==> config.mk <==
export PLATFORM = sky130hd
export DESIGN_NAME = seq_mult_ctrl
export DESIGN_NICKNAME = d
export VERILOG_FILES = /design/src/rtl/seq_mult_ctrl_pkg.sv /design/src/rtl/seq_mult_ctrl_ripple_add.sv /design/src/rtl/seq_mult_ctrl.sv
export SDC_FILE = /design/constraint.sdc
export NUM_CORES = 1
export LEC_CHECK = 0
export CAP_MARGIN = 20
export CORE_ASPECT_RATIO = 1.4
export CORE_MARGIN = 4
export CORE_UTILIZATION = 30
export CTS_BUF_LIST = sky130_fd_sc_hd__clkbuf_8
export CTS_CLUSTER_SIZE = 25
export DETAILED_ROUTE_END_ITERATION = 7
export PLACE_DENSITY_LB_ADDON = 0.2
export SYNTH_ARGS = -nofsm -noshare
export SYNTH_HDL_FRONTEND = slang
export SYNTH_HIERARCHICAL = 1
export SYNTH_SLANG_ARGS = --single-unit
==> constraint.sdc <==
create_clock -name clk -period 3.7 [get_ports clk]
set_input_delay 0.37 -clock clk [delete_from_list [all_inputs] [get_ports clk]]
set_output_delay 0.37 -clock clk [all_outputs]
set_load 0.01 [all_outputs]
==> src/rtl/seq_mult_ctrl_pkg.sv <==
// Shared types and constants for the sequential shift-and-add multiplier controller.
// State encoding is fixed so the unused code 2'b11 is known to fall back to IDLE.
package seq_mult_ctrl_pkg;

    localparam int unsigned WIDTH_MIN = 2;
    localparam int unsigned WIDTH_MAX = 32;

    typedef enum logic [1:0] {
        ST_IDLE = 2'b00,
        ST_RUN  = 2'b01,
        ST_DONE = 2'b10
    } state_t;

    // Iteration counter width for a given operand width; must also hold the value WIDTH.
    function automatic int unsigned cnt_width(input int unsigned width);
        return $clog2(width) + 1;
    endfunction

endpackage

==> src/rtl/seq_mult_ctrl_ripple_add.sv <==
// WIDTH-bit ripple-carry adder: half-adder cell at bit 0, full-adder cells above.
// Each stage keeps its own carry so the chain has no self-referencing vector.
module ripple_add #(
    parameter int unsigned WIDTH = 8
) (
    input  logic [WIDTH-1:0] a,
    input  logic [WIDTH-1:0] b,
    output logic [WIDTH-1:0] sum,
    output logic             cout
);

    for (genvar i = 0; i < WIDTH; i++) begin : g_bit
        logic co;
        if (i == 0) begin : g_ha
            assign sum[i] = a[i] ^ b[i];
            assign co     = a[i] & b[i];
        end else begin : g_fa
            assign sum[i] = a[i] ^ b[i] ^ g_bit[i-1].co;
            assign co     = (a[i] & b[i]) | (g_bit[i-1].co & (a[i] ^ b[i]));
        end
    end

    assign cout = g_bit[WIDTH-1].co;

endmodule

==> src/rtl/seq_mult_ctrl.sv <==
// Shift-and-add unsigned multiplier: one shared WIDTH-bit adder, one iteration per clock,
// start/busy/done handshake, exact 2*WIDTH-bit product held until the next completion.
module seq_mult_ctrl
    import seq_mult_ctrl_pkg::*;
#(
    parameter int unsigned WIDTH = 8
) (
    input  logic               clk,
    input  logic               rst_n,
    input  logic               start,
    input  logic [WIDTH-1:0]   multiplicand,
    input  logic [WIDTH-1:0]   multiplier,
    output logic               busy,
    output logic               done,
    output logic [2*WIDTH-1:0] product
);

    localparam int unsigned CNT_W = cnt_width(WIDTH);
    localparam int unsigned PW    = 2 * WIDTH;

    state_t             state;
    state_t             state_nxt;
    logic [WIDTH-1:0]   acc_hi;
    logic [WIDTH-1:0]   acc_hi_nxt;
    logic [WIDTH-1:0]   acc_lo;
    logic [WIDTH-1:0]   acc_lo_nxt;
    logic [WIDTH-1:0]   mcand;
    logic [WIDTH-1:0]   mcand_nxt;
    logic [CNT_W-1:0]   cnt;
    logic [CNT_W-1:0]   cnt_nxt;
    logic [PW-1:0]      product_nxt;
    logic               busy_nxt;
    logic               done_nxt;

    logic [WIDTH-1:0]   add_b;
    logic [WIDTH-1:0]   add_sum;
    logic               add_cout;
    logic               carry;
    logic [PW-1:0]      shifted;

    // Only the adder's b operand is muxed; a zero addend passes acc_hi through with no carry.
    assign add_b = acc_lo[0] ? mcand : '0;

    ripple_add #(
        .WIDTH(WIDTH)
    ) u_add (
        .a   (acc_hi),
        .b   (add_b),
        .sum (add_sum),
        .cout(add_cout)
    );

    assign carry   = add_cout & acc_lo[0];
    // {carry,sum,acc_lo} >> 1, with the discarded LSB simply not wired.
    assign shifted = {carry, add_sum, acc_lo[WIDTH-1:1]};

    // State and datapath registers.
    always_ff @(posedge clk or negedge rst_n) begin
        if (!rst_n) begin
            state   <= ST_IDLE;
            acc_hi  <= '0;
            acc_lo  <= '0;
            mcand   <= '0;
            cnt     <= '0;
            product <= '0;
            busy    <= 1'b0;
            done    <= 1'b0;
        end else begin
            state   <= state_nxt;
            acc_hi  <= acc_hi_nxt;
            acc_lo  <= acc_lo_nxt;
            mcand   <= mcand_nxt;
            cnt     <= cnt_nxt;
            product <= product_nxt;
            busy    <= busy_nxt;
            done    <= done_nxt;
        end
    end

    // Next-state, iteration datapath and registered-output decode.
    always_comb begin
        state_nxt   = state;
        acc_hi_nxt  = acc_hi;
        acc_lo_nxt  = acc_lo;
        mcand_nxt   = mcand;
        cnt_nxt     = cnt;
        product_nxt = product;
        busy_nxt    = 1'b0;
        done_nxt    = 1'b0;

        case (state)
            ST_IDLE: begin
                if (start) begin
                    mcand_nxt  = multiplicand;
                    acc_lo_nxt = multiplier;
                    acc_hi_nxt = '0;
                    cnt_nxt    = '0;
                    state_nxt  = ST_RUN;
                    busy_nxt   = 1'b1;
                end
            end
            ST_RUN: begin
                acc_hi_nxt = shifted[PW-1:WIDTH];
                acc_lo_nxt = shifted[WIDTH-1:0];
                cnt_nxt    = cnt + CNT_W'(1);
                busy_nxt   = 1'b1;
                if (cnt == CNT_W'(WIDTH - 1)) begin
                    state_nxt   = ST_DONE;
                    product_nxt = shifted;
                    done_nxt    = 1'b1;
                end
            end
            ST_DONE: begin
                state_nxt = ST_IDLE;
            end
            default: begin
                state_nxt = ST_IDLE;
            end
        endcase
    end

endmodule

Word-level counts from Yosys, hierarchy flattened
Cells that the tools add are included.
{ "op_classes": {"n_addsub": 1, "bitwise_logic": 38, "n_reduce_logical": 6, "muxes": 14, "n_eq_ne": 4} }
{ "ops": {"columns": ["operator", "count"], "rows": [
  ["$pmux 8 s2", 2],
  ["$mux 8", 3],
  ["$and 1x1->1", 16],
  ["$xor 1x1->1", 15],
  ["$pmux 4 s2", 1],
  ["$reduce_and 2->1", 4],
  ["$or 1x1->1", 7],
  ["$add 4x1->4 const B", 1],
  ["$eq 4x3->1 const B", 1],
  ["$mux 2", 2],
  ["$mux 4", 1],
  ["$ne 2x2->1 const B", 2],
  ["$pmux 2 s2", 1],
  ["$mux 1", 3],
  ["$eq 2x1->1 const B", 1],
  ["$logic_not 2->1", 1],
  ["$pmux 1 s2", 1],
  ["$reduce_bool 2->1", 1]
]} }
{ "totals": {"word_cells": 71, "output_inout_bits": 18, "ff_bits": 48, "inputBits": 19} }

Longest topological paths before layout
Gate-level depths: netlist (run 1).
{ "depth": {"ltp_word": 18, "mapped_depth": 16, "mapped_depth_nobuf": 15} }

By module
The synthesis (run 1) kept the hierarchy.
{ "modules_own_cells": {"columns": ["module", "instances", "cells_each", "area_each_um2"], "rows": [
  ["seq_mult_ctrl", 1, 153, 2037.0],
  ["ripple_add", 1, 18, 190.2]
]} }

Worst setup path before layout (run 1)
Ideal clock, no wire load.
{ "synth_path": {"kind": "register -> register", "from": "reg acc_lo[0]", "to": "reg product[15]", "path_buffers": 1, "t_required_ns": 3.575, "path_slack_ns": 0.037, "arrival_ns": 3.538, "path_stages_with_launch": 17, "path_cell_list": "dfrtp_1 > clkbuf_1 > and2_1 > ha_1 > fa_1 > inv_1 > fa_1 > inv_1 > fa_1 > fa_1 > fa_1 > fa_1 > inv_1 > fa_1 > inv_1 > and2_1 > mux2_2"} }
{ "synth_via": {"elab_chain_len": 17, "word_cells_on_any_way": 31, "classes_between": "mux: 1; bitwise: 30"} }
{ "synth_rtl": {"columns": ["element", "line_no", "source"], "rows": [
  ["start: declaration", "seq_mult_ctrl.sv:25", "logic [WIDTH-1:0] acc_lo;"],
  ["start signal: assignment", "seq_mult_ctrl.sv:71", "acc_lo <= acc_lo_nxt;"],
  ["$mux 8", "seq_mult_ctrl.sv:42", "assign add_b = acc_lo[0] ? mcand : '0;"],
  ["via add_b[0]", "seq_mult_ctrl.sv:35", "logic [WIDTH-1:0] add_b;"],
  ["$and 1x1->1", "seq_mult_ctrl_ripple_add.sv:16", "assign co = a[i] & b[i];"],
  ["$and 1x1->1", "seq_mult_ctrl_ripple_add.sv:19", "assign co = (a[i] & b[i]) | (g_bit[i-1].co & (a[i] ^ b[i]));"],
  ["$or 1x1->1", "seq_mult_ctrl_ripple_add.sv:19", null],
  ["$and 1x1->1", "seq_mult_ctrl_ripple_add.sv:19", null],
  ["$or 1x1->1", "seq_mult_ctrl_ripple_add.sv:19", null],
  ["$and 1x1->1", "seq_mult_ctrl_ripple_add.sv:19", null],
  ["[... 3 more ...]", null, null],
  ["$and 1x1->1", "seq_mult_ctrl_ripple_add.sv:19", null],
  ["$or 1x1->1", "seq_mult_ctrl_ripple_add.sv:19", null],
  ["$and 1x1->1", "seq_mult_ctrl_ripple_add.sv:19", null],
  ["$or 1x1->1", "seq_mult_ctrl_ripple_add.sv:19", null],
  ["$and 1x1->1", "seq_mult_ctrl_ripple_add.sv:19", null],
  ["$or 1x1->1", "seq_mult_ctrl_ripple_add.sv:19", null],
  ["via add_cout", "seq_mult_ctrl.sv:37", "logic add_cout;"],
  ["$and 1x1->1", "seq_mult_ctrl.sv:53", "assign carry = add_cout & acc_lo[0];"],
  ["end signal: assignment", "seq_mult_ctrl.sv:74", "product <= product_nxt;"],
  ["end: declaration", "seq_mult_ctrl.sv:15", "output logic [2*WIDTH-1:0] product"]
]} }
The timed path passes the listed nets, and every way through them passes these cells.
A chain may end at the register's enable or synchronous reset.

Final worst setup path (run 1)
Same ends and word-level chain as after synthesis.

==> results of run 1 <==
## power groups by stage
stage	clock [W]	combinational, W	sequential, W
detailed placement	0	0.000916	0.000950
global route	0.000555	0.00103	0.000978
finish	0.000520	0.000916	0.000938
CTS	0.000533	0.000930	0.000939
global placement	0	0.000903	0.000947
floorplan	0	0.000560	0.000935
## cell type report
type	instances	share of cell area [%]
inverters	11	1.446
multi-input cells	102	32.73
clock inverters	3	3.155
repair buffers	42	14.02
flip-flops and latches	48	42.07
clock buffers	5	2.410
well taps	95	4.163
## cells in the mapped netlist (2+ instances only)
cell type	number	area share [%]
sky130_fd_sc_hd__a21oi_1	8	1.8
sky130_fd_sc_hd__a22o_1	9	3.5
sky130_fd_sc_hd__a22oi_1	8	2.7
sky130_fd_sc_hd__and2_1	9	2.5
sky130_fd_sc_hd__buf_2	5	1.1
sky130_fd_sc_hd__clkbuf_1	3	0.51
sky130_fd_sc_hd__dfrtp_1	48	54
sky130_fd_sc_hd__fa_1	7	6.3
sky130_fd_sc_hd__ha_1	2	1.1
sky130_fd_sc_hd__inv_1	11	1.9
sky130_fd_sc_hd__mux2_2	14	7.1
sky130_fd_sc_hd__mux2_4	9	6.1
sky130_fd_sc_hd__nand2_1	3	0.51
sky130_fd_sc_hd__nand2b_1	2	0.56
sky130_fd_sc_hd__nor2b_1	10	2.8
sky130_fd_sc_hd__nor3b_1	2	0.67
sky130_fd_sc_hd__o21ai_0	12	2.7
## per-stage QoR
step | cell area (um^2) | worst slack [ns] | hold slack, ns
after floorplan | 2227 | 0.03700 | 0.07441
after global placement | 2679 | 0.09463 | 0.3570
after detailed placement | 2679 | 0.02672 | 0.3599
after CTS | 2845 | 0.009136 | 0.02062
after global routing | 2855 | 0.02940 | 0.03423
final | 2855 | 0.1747 | 0.01028
## logic make-up after synthesis
kind of cell,Yosys count
flip-flops,48
AO/OA/AOI/OAI,38
AND/OR/NAND/NOR,30
multiplexers,25
buffers and inverters,21
adder cells (fa/ha/maj),9
## cells in the final DEF, fill, tap and decap left out
cell type	count
sky130_fd_sc_hd__and2_1	9
sky130_fd_sc_hd__fa_1	3
sky130_fd_sc_hd__nand2b_1	2
sky130_fd_sc_hd__bufinv_16	3
sky130_fd_sc_hd__inv_1	11
sky130_fd_sc_hd__nand2b_4	1
sky130_fd_sc_hd__fa_2	4
sky130_fd_sc_hd__nor3_4	1
sky130_fd_sc_hd__o21bai_1	1
sky130_fd_sc_hd__a22oi_1	8
sky130_fd_sc_hd__nor2b_1	10
sky130_fd_sc_hd__ha_1	2
sky130_fd_sc_hd__mux2i_1	1
sky130_fd_sc_hd__buf_4	6
sky130_fd_sc_hd__dfrtp_1	48
sky130_fd_sc_hd__clkdlybuf4s50_1	35
sky130_fd_sc_hd__nor3_1	1
sky130_fd_sc_hd__mux2_4	9
sky130_fd_sc_hd__nor3b_1	2
sky130_fd_sc_hd__buf_2	1
sky130_fd_sc_hd__mux2_2	14
sky130_fd_sc_hd__o21ai_0	12
sky130_fd_sc_hd__clkbuf_8	5
sky130_fd_sc_hd__a22o_1	9
sky130_fd_sc_hd__a21oi_1	8
sky130_fd_sc_hd__nand4_1	1
sky130_fd_sc_hd__nand2_1	3
sky130_fd_sc_hd__mux2_1	1
## critical path, cell delays in order, from the launching register on
cell and delay [ns]:
sky130_fd_sc_hd__dfrtp_1 0.40, sky130_fd_sc_hd__and2_1 0.14, sky130_fd_sc_hd__ha_1 0.18, sky130_fd_sc_hd__fa_1 0.35
sky130_fd_sc_hd__inv_1 0.08, sky130_fd_sc_hd__fa_1 0.16, sky130_fd_sc_hd__inv_1 0.05, sky130_fd_sc_hd__fa_2 0.34
sky130_fd_sc_hd__fa_2 0.37, sky130_fd_sc_hd__fa_2 0.34, sky130_fd_sc_hd__fa_2 0.33, sky130_fd_sc_hd__inv_1 0.07
sky130_fd_sc_hd__fa_1 0.15, sky130_fd_sc_hd__inv_1 0.03, sky130_fd_sc_hd__and2_1 0.15, sky130_fd_sc_hd__mux2_2 0.26
## timing repair
| action | in CTS | in global routing |
|---|---|---|
| resized for setup | 0 | 4 |
| setup endpoints to repair | 2 | 4 |
| buffers inserted | 1 | 0 |
| pin swaps | 0 | 1 |
## registers in the layout, summed over array words and instances, names as in the netlist
signal and cells:
acc_hi 8, mcand 8, state 2, done 1, cnt 4, busy 1
acc_lo 8, product 16
## final timing paths
check                      cells after the start                       to                  start  slack, ns
max                                           15  product[15]$_DFFE_PN0P_  acc_lo[0]$_DFFE_PN0P_       0.17
min                                            1     mcand[3]$_DFFE_PN0P_                  rst_n       0.01
max reg2reg                                   15  product[15]$_DFFE_PN0P_  acc_lo[0]$_DFFE_PN0P_       0.17
min reg2reg                                    1     mcand[6]$_DFFE_PN0P_   mcand[6]$_DFFE_PN0P_       0.49
max in group asynchronous                      2    acc_lo[3]$_DFFE_PN0P_                  rst_n       2.95
min in group clk                               1     mcand[6]$_DFFE_PN0P_   mcand[6]$_DFFE_PN0P_       0.49
## layer usage
| layer | vias to the layer above | part of all wire, % |
|---|---|---|
| li1 | 674 | - |
| met1 | 721 | 44 |
| met2 | 19 | 51 |
| met3 | 6 | 3.3 |
| met4 | 0 | 1.4 |
| met5 | - | 0 |
==> flow_summary.yaml, run 1 <==
clock_network:
  tritoncts_clock_tree: "yes"
  clkSlewWorstSetupHoldPaths_ns: 0.10
  insertion_delay_ns: 0.30
  cts_num_sinks: 48
  cts-htree-levels: 2
  cts-root-buf: "sky130_fd_sc_hd__clkbuf_8"
  cts-root-to-sink-buffers: 2
  cts_hold_repair.buffers: 0
  cts_buffers: 5
sta:
  finalClockSkew_ns: 0.01118
  maxSlewViolCount: 0
  grt_setup_unrepaired: "no"
  clock.fmax_mhz: 283.7
  finalCriticalPeriod_ns: 3.525
  final_critical_path_share_of_the_clock_period_pct: 95.28
  finalSetupViolations: 0
  max-slew-margin-rel_pct: 32.40
  worstMarginPinSlew_ns: 1.011
  timing.final.hold_violations: 0
  fin_setup_tns_ns: 0
pwr:
  p_leak_nw: 1.229
  switchingPower_w: 0.0007318
  sw_frac_of_total_pct: 30.83
  vdd.ir_drop.worst_v: 0.0002353
  clockPowerShare_pct: 21.9
  comb_power_share_pct: 38.6
  power.total_w: 0.002374
  sequential_group_share_of_total_power_pct: 39.5
  power_density_over_cell_area_nw_per_um2: 831.4
  power_report.internal_total_w: 0.001642
finish:
  finalCoreUtilization_pct: 40.12
  nNetsFinal: 238
  sequential_cell_area_um2: 1201
  multiInputGateArea_um2: 934.6
  n_fill_cell: 734
  antenna_cells: 0
  flow.area_growth_from_synthesis_pct: 28.20
  final_cell_count_without_fillers: 306
  drive_gt1_share_pct: 20.85
synth:
  synth_fp_nets: 199
  synth_area_per_cell_um2: 13.02
  synth_top_flop_cell: "sky130_fd_sc_hd__dfrtp_1"
  yosys.area_share.xor_xnor_pct: 0
  synth_top_family_by_area: "multiplexers"
  synth-async-reset-ratio_pct: 100.0
  share_of_the_synthesized_area_in_compound_gates_ao_oa_aoi_oai_pct: 11.07
  yosys_register_bits: 48
  ys.warnings.count: 6
  synth_simple_gate_area_share_pct: 8.933
  synth_adder_area_share_pct: 7.416
  syn-instance-count: 171
  synth-edff-count: 0
  synth.distinct_cells: 26
  synth_area_um2: 2227
  muxShareOfSynthArea_pct: 14.10
  synth_sequential_area_ratio_pct: 53.93
route:
  drt-total-wl_mm: 4.487
  vias_per_cell: 4.641
  route.vias.total: 1420
  ant_nets: 0
  remaining_drc_errors: 0
  first_iter_violations: 60
  dr.pass1.iters: 4
  wl_per_cell_um: 14.66
setup_path:
  cp.required_ns: 3.89
  critical_path_peak_fanout: 3
  critPathKind: "reg2reg"
  worst_setup_path_start_kind: "flop"
  crit_path_end_kind: "flop"
  timing.critical_path.arrival_ns: 3.72
die:
  die-width_um: 80.82
  placement_rows: 36
  dieArea_um2: 8886
  design.core.area_um2: 7117
  fp.dieH_um: 109.9
  floorplan.initialDensity_pct: 31.29
  floorplan.io_pins: 37
grt:
  antenna_found_initial: 0
  maximum_number_of_pins_on_one_net_before_global_route_repair: 29
  global_route.peak_usage_layer: "met2"
  globalRouteOverflowTotal: 0
  grt_pass1_wl_mm: 7.603
  grtUsageTotal_pct: 11.13
  globalRouteMet1Util_pct: 14.61
  global_route.usage.met2_pct: 18.10
  first_global_vias: 1515
  grt_util_met3_pct: 2.541
placement:
  numPlacedInstances: 297
  detailedPlacementHpwl_mm: 3.044
  routabilityCongestion: 0.7453
  placement.io_buffers: 36
hold_path:
  hold_class: "in2async"
status:
  outcome: "finished clean"
flow_run:
  drv_cap: 0
Power figures use the tool's default switching activity.
==> run 2: changes to the inputs <==
GPL_TIMING_DRIVEN = 1   (was default)
==> results of run 2 <==
The final DEF is identical to that of run 1; final timing and power are the same.
==> run 3: changes to the inputs <==
clock period = 4.41 ns   (was 3.7 ns; I/O delays follow)
==> run 3 against run 2 <==
  * Clock skew fell by 0.0020 ns
  * Sequential cell count unchanged
  * Setup slack gained 0.48 ns
  * Die area unchanged
  * Final cell count decreased by 0.98%
  * Fmax decreased by 6.2%
==> flow_summary.yaml, run 3 (synthesis results as in run 1) <==
clock_network:
  cts_num_sinks: 48
  cts_hold_repair.buffers: 0
  insertion_delay_ns: 0.30
  cts_buffers: 5
  cts_setup_buffers: 0
  tritoncts_clock_tree: "yes"
  cts-root-to-sink-buffers: 2
  cts-root-buf: "sky130_fd_sc_hd__clkbuf_8"
  ctsResizeCount: 0
  clkSlewWorstSetupHoldPaths_ns: 0.09
  cts-htree-levels: 2
route:
  vias_per_cell: 4.449
  route.vias.total: 1348
  dr.pass1.iters: 4
  wl_per_cell_um: 14.44
  ant_nets: 0
  drt-total-wl_mm: 4.376
  first_iter_violations: 90
  remaining_drc_errors: 0
setup_path:
  critical_path_origin: "acc_lo[0]$_DFFE_PN0P_"
  worst_setup_path_start_kind: "flop"
  critical_path_peak_fanout: 11
  timing.reg2reg.worst_path_depth: 15
  r2r_start: "acc_lo[0]$_DFFE_PN0P_"
  timing.critical_path.arrival_ns: 3.95
  critPathKind: "reg2reg"
  cp.required_ns: 4.60
  crit_path_end_kind: "flop"
sta:
  finalSetupViolations: 0
  max-slew-margin-rel_pct: 31.27
  final_critical_path_share_of_the_clock_period_pct: 85.23
  finalClockSkew_ns: 0.009140
  maxSlewViolCount: 0
  grt_setup_unrepaired: "no"
  timing.final.hold_violations: 0
  hold_ws_ns: 0.2369
  layout_setup_ws_ns: 0.6515
  clock.fmax_mhz: 266.1
  finalCriticalPeriod_ns: 3.758
  worstMarginPinSlew_ns: 1.028
  fin_setup_tns_ns: 0
grt:
  first_global_vias: 1480
  antenna_found_initial: 0
  grt_pass1_wl_mm: 7.396
  globalRouteOverflowTotal: 0
  grtUsageTotal_pct: 11.03
  maximum_number_of_pins_on_one_net_before_global_route_repair: 49
placement:
  routabilityCongestion: 0.7096
  detailedPlacementHpwl_mm: 2.995
  placement.io_buffers: 36
  detailedPlace.worstSlack_ns: 0.6449
die:
  die-width_um: 80.82
  design.core.area_um2: 7117
  floorplan.io_pins: 37
  fp.dieH_um: 109.9
  placement_rows: 36
  floorplan.initialDensity_pct: 31.29
  dieArea_um2: 8886
finish:
  flow.area_growth_from_synthesis_pct: 23.76
  most-common-layout-cells: "sky130_fd_sc_hd__dfrtp_1, sky130_fd_sc_hd__clkdlybuf4s50_1, sky130_fd_sc_hd__mux2_2, sky130_fd_sc_hd__o21ai_0, sky130_fd_sc_hd__inv_1"
  finalCoreUtilization_pct: 38.73
  antenna_cells: 0
  final_common_cell: "sky130_fd_sc_hd__dfrtp_1"
  nNetsFinal: 235
  drive_gt1_share_pct: 17.79
  number_of_flip_flops_under_the_largest_register_name: 16
  regMostFlops: "product"
status:
  outcome: "finished clean"
pwr:
  vdd.ir_drop.worst_v: 0.0002858
  power.total_w: 0.001795
  power_density_over_cell_area_nw_per_um2: 651.1
  p_leak_nw: 1.194
hold_path:
  hold_class: "in2async"
flow_run:
  drv_cap: 0
==> run 3: cell types whose count changed in the layout (fill, tap and decap cells not counted), sizes merged <==
cell | before | now
bufinv | 3 | 0
buf | 7 | 4
clkbuf | 5 | 6
clkinv | 0 | 2
==> run 3: routing by layer <==
metal / up-vias / share of wire (%) / global-route usage (%)
met2: 19 / 52 / 17.22
met4: 0 / 1.3 / 3.986
li1: 659 / - / -
met5: - / 0 / 0
met1: 665 / 44 / 14.89
met3: 5 / 2.8 / 2.541
==> run 3: final timing paths <==
| check | to | slack [ns] |
|---|---|---|
| max | product[15]$_DFFE_PN0P_ | 0.65 |
| min reg2reg | mcand[7]$_DFFE_PN0P_ | 0.50 |
| max reg2reg | product[15]$_DFFE_PN0P_ | 0.65 |
| max in group asynchronous | cnt[3]$_DFFE_PN0P_ | 3.74 |
| min | mcand[6]$_DFFE_PN0P_ | 0.24 |
| min in group clk | mcand[7]$_DFFE_PN0P_ | 0.50 |
==> run 3: stage by stage <==
| stage | std cells | instance area, um^2 |
|---|---|---|
| after floorplan | 171 | 2227 |
| after detailed placement | 295 | 2664 |
| after CTS | 303 | 2756 |
| after global placement | 295 | 2664 |
| final | 303 | 2756 |
| after global routing | 303 | 2756 |
==> run 3: worst max-delay path: stages, from the launching register on <==
cell and delay [ns]:
sky130_fd_sc_hd__dfrtp_1 0.48, sky130_fd_sc_hd__and2_1 0.18, sky130_fd_sc_hd__ha_1 0.18, sky130_fd_sc_hd__fa_1 0.35, sky130_fd_sc_hd__inv_1 0.07, sky130_fd_sc_hd__fa_1 0.15, sky130_fd_sc_hd__inv_1 0.05, sky130_fd_sc_hd__fa_1 0.37
sky130_fd_sc_hd__fa_1 0.39, sky130_fd_sc_hd__fa_1 0.39, sky130_fd_sc_hd__fa_1 0.37, sky130_fd_sc_hd__inv_1 0.07, sky130_fd_sc_hd__fa_1 0.16, sky130_fd_sc_hd__inv_1 0.03, sky130_fd_sc_hd__and2_1 0.15, sky130_fd_sc_hd__mux2_2 0.26
==> run 3: report_power, final <==
group          switching [W]  leakage [nW]  internal (W)
sequential          0.000157         0.591      0.000637
combinational       0.000293         0.553      0.000437
clock               0.000145        0.0510      0.000125
total               0.000595          1.19       0.00120
==> run 3: area by class of cell <==
type,count,area (um^2)
Timing Repair Buffer,39,377.9
Sequential cell,48,1201
Fill cell,723,4360
Multi-Input combinational cell,102,924.6
Inverter,11,41.29
Tap cell,95,118.9
Clock buffer,6,82.58
Clock inverter,2,10.01
